## src/rtl/stream_demux_pkg.sv

```systemverilog
// Shared constants and helpers for the stream demultiplexer.
// Provides default widths and a saturating increment.
package stream_demux_pkg;

  localparam int DW_DEF  = 8;
  localparam int NCH_DEF = 4;
  localparam int CW_DEF  = 8;

  // Holds at vmax instead of wrapping.
  function automatic logic [31:0] sat_inc(
    input logic [31:0] v,
    input logic [31:0] vmax
  );
    return (v >= vmax) ? v : v + 32'd1;
  endfunction

endpackage

```

## src/rtl/demux_chan_reg.sv

```systemverilog
// One-entry output register for a single demux channel.
// Ports: clk, rst, i_load/i_data (fill), i_ready (drain), o_valid/o_data.
module demux_chan_reg #(
  parameter int DW = 8
) (
  input  logic          clk,
  input  logic          rst,
  input  logic          i_load,
  input  logic [DW-1:0] i_data,
  input  logic          i_ready,
  output logic          o_valid,
  output logic [DW-1:0] o_data
);

  logic          r_valid;
  logic [DW-1:0] r_data;

  // Load wins over drain so a same-cycle refill keeps valid high.
  always_ff @(posedge clk or posedge rst) begin
    if (rst) begin
      r_valid <= 1'b0;
      r_data  <= '0;
    end else if (i_load) begin
      r_valid <= 1'b1;
      r_data  <= i_data;
    end else if (r_valid && i_ready) begin
      r_valid <= 1'b0;
    end
  end

  assign o_valid = r_valid;
  assign o_data  = r_data;

endmodule

```

## src/rtl/stream_demux.sv

```systemverilog
// Registered 1-to-NCH stream demux with unicast/broadcast and drop count.
// Ports: in_* producer handshake, out_* per-channel handshakes, drop_cnt.
module stream_demux
  import stream_demux_pkg::*;
#(
  parameter  int DW  = DW_DEF,
  parameter  int NCH = NCH_DEF,
  parameter  int CW  = CW_DEF,
  localparam int SW  = $clog2(NCH)
) (
  input  logic              clk,
  input  logic              rst,
  input  logic              in_valid,
  output logic              in_ready,
  input  logic [DW-1:0]     in_data,
  input  logic [SW-1:0]     in_sel,
  input  logic              bcast,
  output logic [NCH-1:0]    out_valid,
  input  logic [NCH-1:0]    out_ready,
  output logic [NCH*DW-1:0] out_data,
  output logic [CW-1:0]     drop_cnt
);

  logic [NCH-1:0] w_free;
  logic [NCH-1:0] w_sel_oh;
  logic [NCH-1:0] w_load;
  logic           w_inrange;
  logic           w_acc;
  logic           w_drop;
  logic [CW-1:0]  r_drop;

  // Extra bit keeps the compare meaningful for any NCH.
  assign w_inrange = ({1'b0, in_sel} < (SW+1)'(NCH));

  assign in_ready = bcast
                  ? &w_free
                  : (|(w_sel_oh & w_free)) | ~w_inrange;

  assign w_acc  = in_valid & in_ready;
  assign w_drop = w_acc & ~bcast & ~w_inrange;

  for (genvar k = 0; k < NCH; k++) begin : g_ch
    assign w_free[k]   = ~out_valid[k] | out_ready[k];
    assign w_sel_oh[k] = (in_sel == SW'(k));
    assign w_load[k]   = w_acc & (bcast | w_sel_oh[k]);

    demux_chan_reg #(
      .DW (DW)
    ) u_reg (
      .clk     (clk),
      .rst     (rst),
      .i_load  (w_load[k]),
      .i_data  (in_data),
      .i_ready (out_ready[k]),
      .o_valid (out_valid[k]),
      .o_data  (out_data[k*DW +: DW])
    );
  end

  always_ff @(posedge clk or posedge rst) begin
    if (rst) begin
      r_drop <= '0;
    end else if (w_drop) begin
      r_drop <= CW'(sat_inc(32'(r_drop), 32'({CW{1'b1}})));
    end
  end

  assign drop_cnt = r_drop;

endmodule
```

## config.mk

```make
export PLATFORM = sky130hd
export DESIGN_NAME = stream_demux
export DESIGN_NICKNAME = d
export VERILOG_FILES = /design/src/rtl/stream_demux_pkg.sv /design/src/rtl/demux_chan_reg.sv /design/src/rtl/stream_demux.sv
export SDC_FILE = /design/constraint.sdc
export NUM_CORES = 1
export LEC_CHECK = 0
export CAP_MARGIN = 25
export CORE_ASPECT_RATIO = 0.6
export CORE_UTILIZATION = 47
export CTS_CLUSTER_DIAMETER = 60
export DETAILED_ROUTE_END_ITERATION = 7
export PLACE_DENSITY = 0.94
export SYNTH_ARGS = -nofsm -noshare
export SYNTH_HDL_FRONTEND = slang
export SYNTH_HIERARCHICAL = 1
export SYNTH_SLANG_ARGS = --single-unit
```

## constraint.sdc

```tcl
create_clock -name clk -period 5.3 [get_ports clk]
set_input_delay 1.06 -clock clk [delete_from_list [all_inputs] [get_ports clk]]
set_output_delay 1.06 -clock clk [all_outputs]
set_load 0.05 [all_outputs]
```

==> flow_metrics.env <==
export IMPL_drtPass1Iterations=4
export IMPL_wl_per_cell_um=18.4
export IMPL_multiInputGateArea_um2=713
export IMPL_io_buffers=54
export IMPL_cts_hold_buf=0
export IMPL_setup_ws_ns=0.962
export IMPL_cellPowerDensity_nw_per_um2=598
export IMPL_required_ns=4.24
export IMPL_clk_pin_slew_worst_paths_ns=0.06
export IMPL_tightest_slew_ns=1.08
export IMPL_crit_buf_inv=2
export IMPL_h_tree_depth=2
export IMPL_hold_viol=0
export IMPL_p_int_w=0.000778
export IMPL_combPwrFrac_pct=55.3
export IMPL_crit_start="bcast"
export IMPL_viasPerCell=5.14
export IMPL_endpoint_kind="primary output"
export IMPL_arrival_ns=3.28
export IMPL_final_cell_mix="clkdlybuf4s50_1 (54), dfrtp_1 (36), mux2_4 (32), inv_1 (12), conb_1 (8)"
export IMPL_layout_drive_gt1_share_pct=28.7
export IMPL_die_y_um=48.9
export IMPL_netlist_area_um2=1720
export IMPL_register_area_um2=901
export IMPL_grt_pass1_vias=1229
export IMPL_vias=1126
export IMPL_crit_chain="clkdlybuf4s50_1, o21bai_1, a311o_1, nor3_2, clkdlybuf4s50_1"
export IMPL_cts_root_buffer="clkbuf_8"
export IMPL_pwr_share_clk_pct=14.1
export IMPL_grt_max_degree=12
export IMPL_dp_hpwl_um=3090
export IMPL_overflow=0
export IMPL_worst_path_max_fanout=6
export IMPL_grt_total_usage_pct=23.7
export IMPL_io_pins=63
export IMPL_diodes=0
export IMPL_antenna_found_initial=0
export IMPL_net_switching_power_w=0.000626
export IMPL_maxCapViolCount=0
export IMPL_pre_cts_ws_ns=0.994
export IMPL_critical_path_class="primary input to primary output"
export IMPL_numCtsBuffers=5
export IMPL_setup_viol_count_final=0
export IMPL_antenna_left=0
export IMPL_die_w_um=80.2
export IMPL_ys_ff_latch=36
export IMPL_maxUsedRoutingLayer="met4"
export IMPL_peakVddDrop_mv=0.443
export IMPL_die_area_um2=3920
export IMPL_drc=0
export IMPL_fmax_mhz=231
export IMPL_layout_commonest_cell="clkdlybuf4s50_1"
export IMPL_p_seq_share_pct=30.6
export IMPL_row_count=16
export IMPL_synth_top_cell_area_share_pct=52.3
export IMPL_drt_iter0_drc=60
export IMPL_ys_seq_area_share_pct=52.3
export IMPL_cp_slowest_cell="clkdlybuf4s50_1"
export IMPL_m1WireLength_um=1760
export IMPL_leakage_nw=1.08
export IMPL_r2r_start="g_ch[1].u_reg/o_valid"
export IMPL_hold_path_startpoint="g_ch[2].u_reg/o_data[3]"
export IMPL_grt_setup_unrepaired="no"
export IMPL_clk_latency_ns=0.28
export IMPL_hp_class="flop to flop"
export IMPL_cts_sinks=36
export IMPL_gp_congestion=0.915
export IMPL_finalClockSkew_ns=0.00722
export IMPL_post_synth_num_cell_types=18
export IMPL_cts_resized=0
export IMPL_start_util_pct=50.9
export IMPL_crit_top_cell="clkdlybuf4s50_1"
export IMPL_synth_top_cell_by_area="dfrtp_1"
export IMPL_synth_cells=117
export IMPL_slowest_delay_ns=0.82
export IMPL_yosys_warnings=6
export IMPL_totalPowerFinal_w=0.00140
export IMPL_cts_buffer_depth=2
export IMPL_nFillCells=246
export IMPL_period_share_pct=81.8
export IMPL_synthToLayoutAreaGrowth_pct=36.3
export IMPL_routed_wl_met2_um=1990
export IMPL_cts_tree="built"
export IMPL_core_um2=3380
export IMPL_power_switching_share_pct=44.6
export IMPL_nets=191
export IMPL_drt_total_wl_um=4030
export IMPL_fin_tns_setup_ns=0
export IMPL_slew_violations=0
export IMPL_ff2ff_setup_slack_ns=2.90
export IMPL_layout_min_cycle_time_ns=4.34
export IMPL_route_met3_wl_um=211
export IMPL_grt_pass1_wl_um=6670
export IMPL_slew_headroom_pct=28.1
export IMPL_synthTopCellsByArea="dfrtp_1 (52%), mux2_4 (28%), buf_4 (3.5%), buf_6 (2.6%), inv_1 (2.6%)"
export IMPL_syn_avg_cell_area_um2=14.7
export IMPL_start_kind="primary input"
export IMPL_critPathTopFamily="buffers and inverters"
export IMPL_cts_setup_buffers=0
export IMPL_status="complete, no violations"
## path summary, 6_finish.rpt
path	to	cells after the start
min reg2reg	g_ch[2].u_reg/o_data[3]	1
max	in_ready	5
min	g_ch[2].u_reg/o_data[3]	1
min in group asynchronous	g_ch[2].u_reg/o_data[2]	2
max reg2reg	g_ch[3].u_reg/o_data[3]	4
max in group asynchronous	g_ch[3].u_reg/o_data[3]	2
## registers in the layout (all words and copies together), names as in the netlist
register	count
g_ch.u_reg/o_valid	4
g_ch.u_reg/o_data	32
## cell usage after synthesis
master / n
nand2b_1: 3
buf_6: 4
dfrtp_1: 36
inv_1: 12
a211oi_2: 1
nor4bb_1: 2
a21o_2: 4
o311ai_2: 1
a21oi_1: 5
nor3_2: 1
mux2_4: 32
a311o_1: 1
o21bai_1: 1
conb_1: 1
a211oi_1: 3
nand4_1: 1
buf_4: 8
nor2_1: 1
## through the flow
step           utilization [%]  instance area [um^2]  std cells  hold slack, ns
2_1_floorplan                -                  1750        124           0.848
3_3_place_gp              66.7                  2260        211           0.495
3_5_place_dp              66.7                  2260        211           0.491
4_1_cts                   69.4                  2350        219           0.517
5_1_grt                   69.4                  2350        219           0.528
6_report                  69.4                  2350        219           0.513
## final cells by class
| class | instances | area share, % |
|---|---|---|
| Tap cell | 45 | 2.40 |
| Sequential cell | 36 | 38.4 |
| Timing Repair Buffer | 54 | 23.0 |
| Clock buffer | 6 | 3.52 |
| Clock inverter | 2 | 0.426 |
| Inverter | 12 | 1.92 |
| Multi-Input combinational cell | 64 | 30.4 |
## cell families (layout without fill, tap and decap cells)
group | after synthesis | count (layout) | synth area share [%]
compound gates | 16 | 16 | 7.48
other cells | 1 | 8 | 0.218
flops | 36 | 36 | 52.3
buf+inv | 24 | 74 | 8.71
simple gates | 8 | 8 | 3.41
mux | 32 | 32 | 27.9
## layer usage
layer,vias up,GRT usage [%]
met4,0,8.04
met1,572,31.5
met5,-,0
li1,496,-
met3,8,5.98
met2,50,38.0
## power groups by stage
stage / logic, W / clock network (W) / registers [W]
final: 0.000777 / 0.000197 / 0.000430
after CTS: 0.000781 / 0.000202 / 0.000431
after global routing: 0.000803 / 0.000213 / 0.000442
after detailed placement: 0.000778 / 0 / 0.000433
after floorplan: 0.000213 / 0 / 0.000753
after global placement: 0.000766 / 0 / 0.000426
## worst reg2reg max path: stages, from the launching register on
cell	delay, ns
dfrtp_1	0.41
nor4bb_1	0.16
a311o_1	0.43
a211oi_2	0.91
mux2_4	0.36
(Power assumes the default switching activity.)
==> RTL change (same settings) <==
Make the reset (`rst`) synchronous in 2 clocked blocks.
--- a/src/rtl/demux_chan_reg.sv
+++ b/src/rtl/demux_chan_reg.sv
@@ -16,7 +16,7 @@
   logic [DW-1:0] r_data;
 
   // Load wins over drain so a same-cycle refill keeps valid high.
-  always_ff @(posedge clk or posedge rst) begin
+  always_ff @(posedge clk) begin
     if (rst) begin
       r_valid <= 1'b0;
       r_data  <= '0;
--- a/src/rtl/stream_demux.sv
+++ b/src/rtl/stream_demux.sv
@@ -57,7 +57,7 @@
     );
   end
 
-  always_ff @(posedge clk or posedge rst) begin
+  always_ff @(posedge clk) begin
     if (rst) begin
       r_drop <= '0;
     end else if (w_drop) begin
Function: differs if rst is asserted again (counterexample within 4 cycles, from zero or initial values and one cycle with rst high); with rst held inactive, the same outputs for 10 cycles.
==> RTL change against the unedited design <==
  * Cell area decreased by 8.0%
  * Clock skew decreased by 4.8 ps
  * Sequential cell count unchanged
  * Worst setup slack improved by 12 ps
  * Sequential share of layout area decreased by 5.0 points
  * Routed wire length decreased by 14%
  * Area after synthesis decreased by 12%
  * Critical endpoint unchanged
Power is not compared: it rests on default switching activity, and its combinational part moved more than twofold at a synthesized area within 25%.
==> RTL change: results (changes against the unedited design) <==
* Run status: finished, final reports clean
* Worst-case vdd ir drop at 0.197 mV
* Synthesized instance count at 153 (+31%)
* Ranking of synthesized cells by area: sky130_fd_sc_hd__dfxtp_1, sky130_fd_sc_hd__mux2i_1, sky130_fd_sc_hd__nor2_1
* Share of async-settable or async-resettable flops after synthesis at 0% (-100 points)
* Iteration-0 DRC count of the detailed router at 63 (+5.0%)
* Count of nets after finishing at 224 (+17%)
* GRT Overall Usage at 20.9% (-2.8 points)
* Total wirelength of the detailed-routed design at 3450 um (-14%)
* Non-filler cells, final at 249 (+14%)
* Slowest cell on the critical path: sky130_fd_sc_hd__clkdlybuf4s50_1
* Global-route wire length before repair at 5100 um (-24%)
* Post-cts sizing count at 0 (unchanged)
* CTS Root Cell: sky130_fd_sc_hd__clkbuf_8
* Final Skew at 2.46 ps (-4.76 ps)
* Post-synthesis cell type with the largest combined area: sky130_fd_sc_hd__dfxtp_1
* Arrival time reported for the critical path endpoint at 3270 ps (about the same)
* Vias at 1218 (+8.2%)
* Detailed placer's ending HPWL at 2320 um (-25%)
* Final weighted congestion in routability-driven placement at 0.669 (-27%)
* Slew Limit Headroom at 29.1% (+0.96 points)
* Filler cells at 233 (-5.3%)
* Fraction of layout instances using a drive strength above 1 at 7.25% (-21 points)
* Yosys Warn Count at 6 (unchanged)
* Post-placement cell count at 241 (+14%)
* Pin count of the biggest net entering global routing at 37 (+25)
* Critical path peak fanout at 6 (unchanged)
* Top cells by count, synth: sky130_fd_sc_hd__dfxtp_1, sky130_fd_sc_hd__nor2_1, sky130_fd_sc_hd__mux2i_1, sky130_fd_sc_hd__a21oi_1
* Via count of the first global-routing pass at 1043 (-15%)
* Sequential fraction of the synthesis area at 47.5% (-4.8 points)
[RTL change: final timing paths]
kind	slack [ps]	startpoint	to	cells past startpoint
max	970	bcast	in_ready	5
min	490	g_ch[2].u_reg/o_data[6]$_SDFFE_PP0P_	g_ch[2].u_reg/o_data[6]$_SDFFE_PP0P_	2
max reg2reg	3030	g_ch[1].u_reg/o_valid$_SDFFE_PP0P_	g_ch[3].u_reg/o_data[6]$_SDFFE_PP0P_	5
min reg2reg	490	g_ch[2].u_reg/o_data[6]$_SDFFE_PP0P_	g_ch[2].u_reg/o_data[6]$_SDFFE_PP0P_	2
[RTL change: power by group through the flow]
| stage | Clock [uW] | Sequential [uW] | Combinational [uW] |
|---|---|---|---|
| after detailed placement | 0 | 311 | 230 |
| after CTS | 263 | 306 | 232 |
| after global placement | 0 | 311 | 228 |
| after floorplan | 0 | 385 | 91.5 |
| after global routing | 277 | 308 | 243 |
| final | 259 | 306 | 232 |
[RTL change: area by class of cell]
cell class	count	area (um^2)	share of cell area [%]
clock inverters	1	30.0	1.39
flip-flops and latches	36	721	33.4
clock buffers	7	96.3	4.46
well taps	42	52.6	2.43
inverters	8	30.0	1.39
repair buffers	55	548	25.4
multi-input cells	100	683	31.6
[RTL change: cells by family after synthesis]
family	count (synthesis)	share of synthesized area, %
muxes	32	21.1
buffers and inverters	24	10.2
DFF	36	47.5
and+or+nand+nor	44	13.4
AOI/OAI and AO/OA	16	7.50
other	1	0.247
[RTL change: per-layer routing]
layer | GRT usage, % | wire, um | up-vias
li1 | - | - | 604
met1 | 27.5 | 1730 | 564
met2 | 31.3 | 1440 | 44
met3 | 8.85 | 241 | 6
met4 | 6.67 | 32 | 0
met5 | 0 | 0 | -
[RTL change: metrics by stage]
stage                     setup slack (ps)  hold WS (ps)  utilization [%]  cell area [um^2]
after floorplan                       1940           705                -              1540
after global placement                1050           474             68.6              2030
after detailed placement              1010           480             68.6              2030
after CTS                              974           498             72.9              2160
after global routing                   901           526             72.9              2160
final                                  974           489             72.9              2160
[RTL change: worst reg2reg max path, cell delays in order, from the launching register on]
cell                       delay [ps]
sky130_fd_sc_hd__dfxtp_1          350
sky130_fd_sc_hd__nor4bb_1         150
sky130_fd_sc_hd__a311o_1          440
sky130_fd_sc_hd__a211oi_2         880
sky130_fd_sc_hd__mux2i_1          270
sky130_fd_sc_hd__nor2_1            60
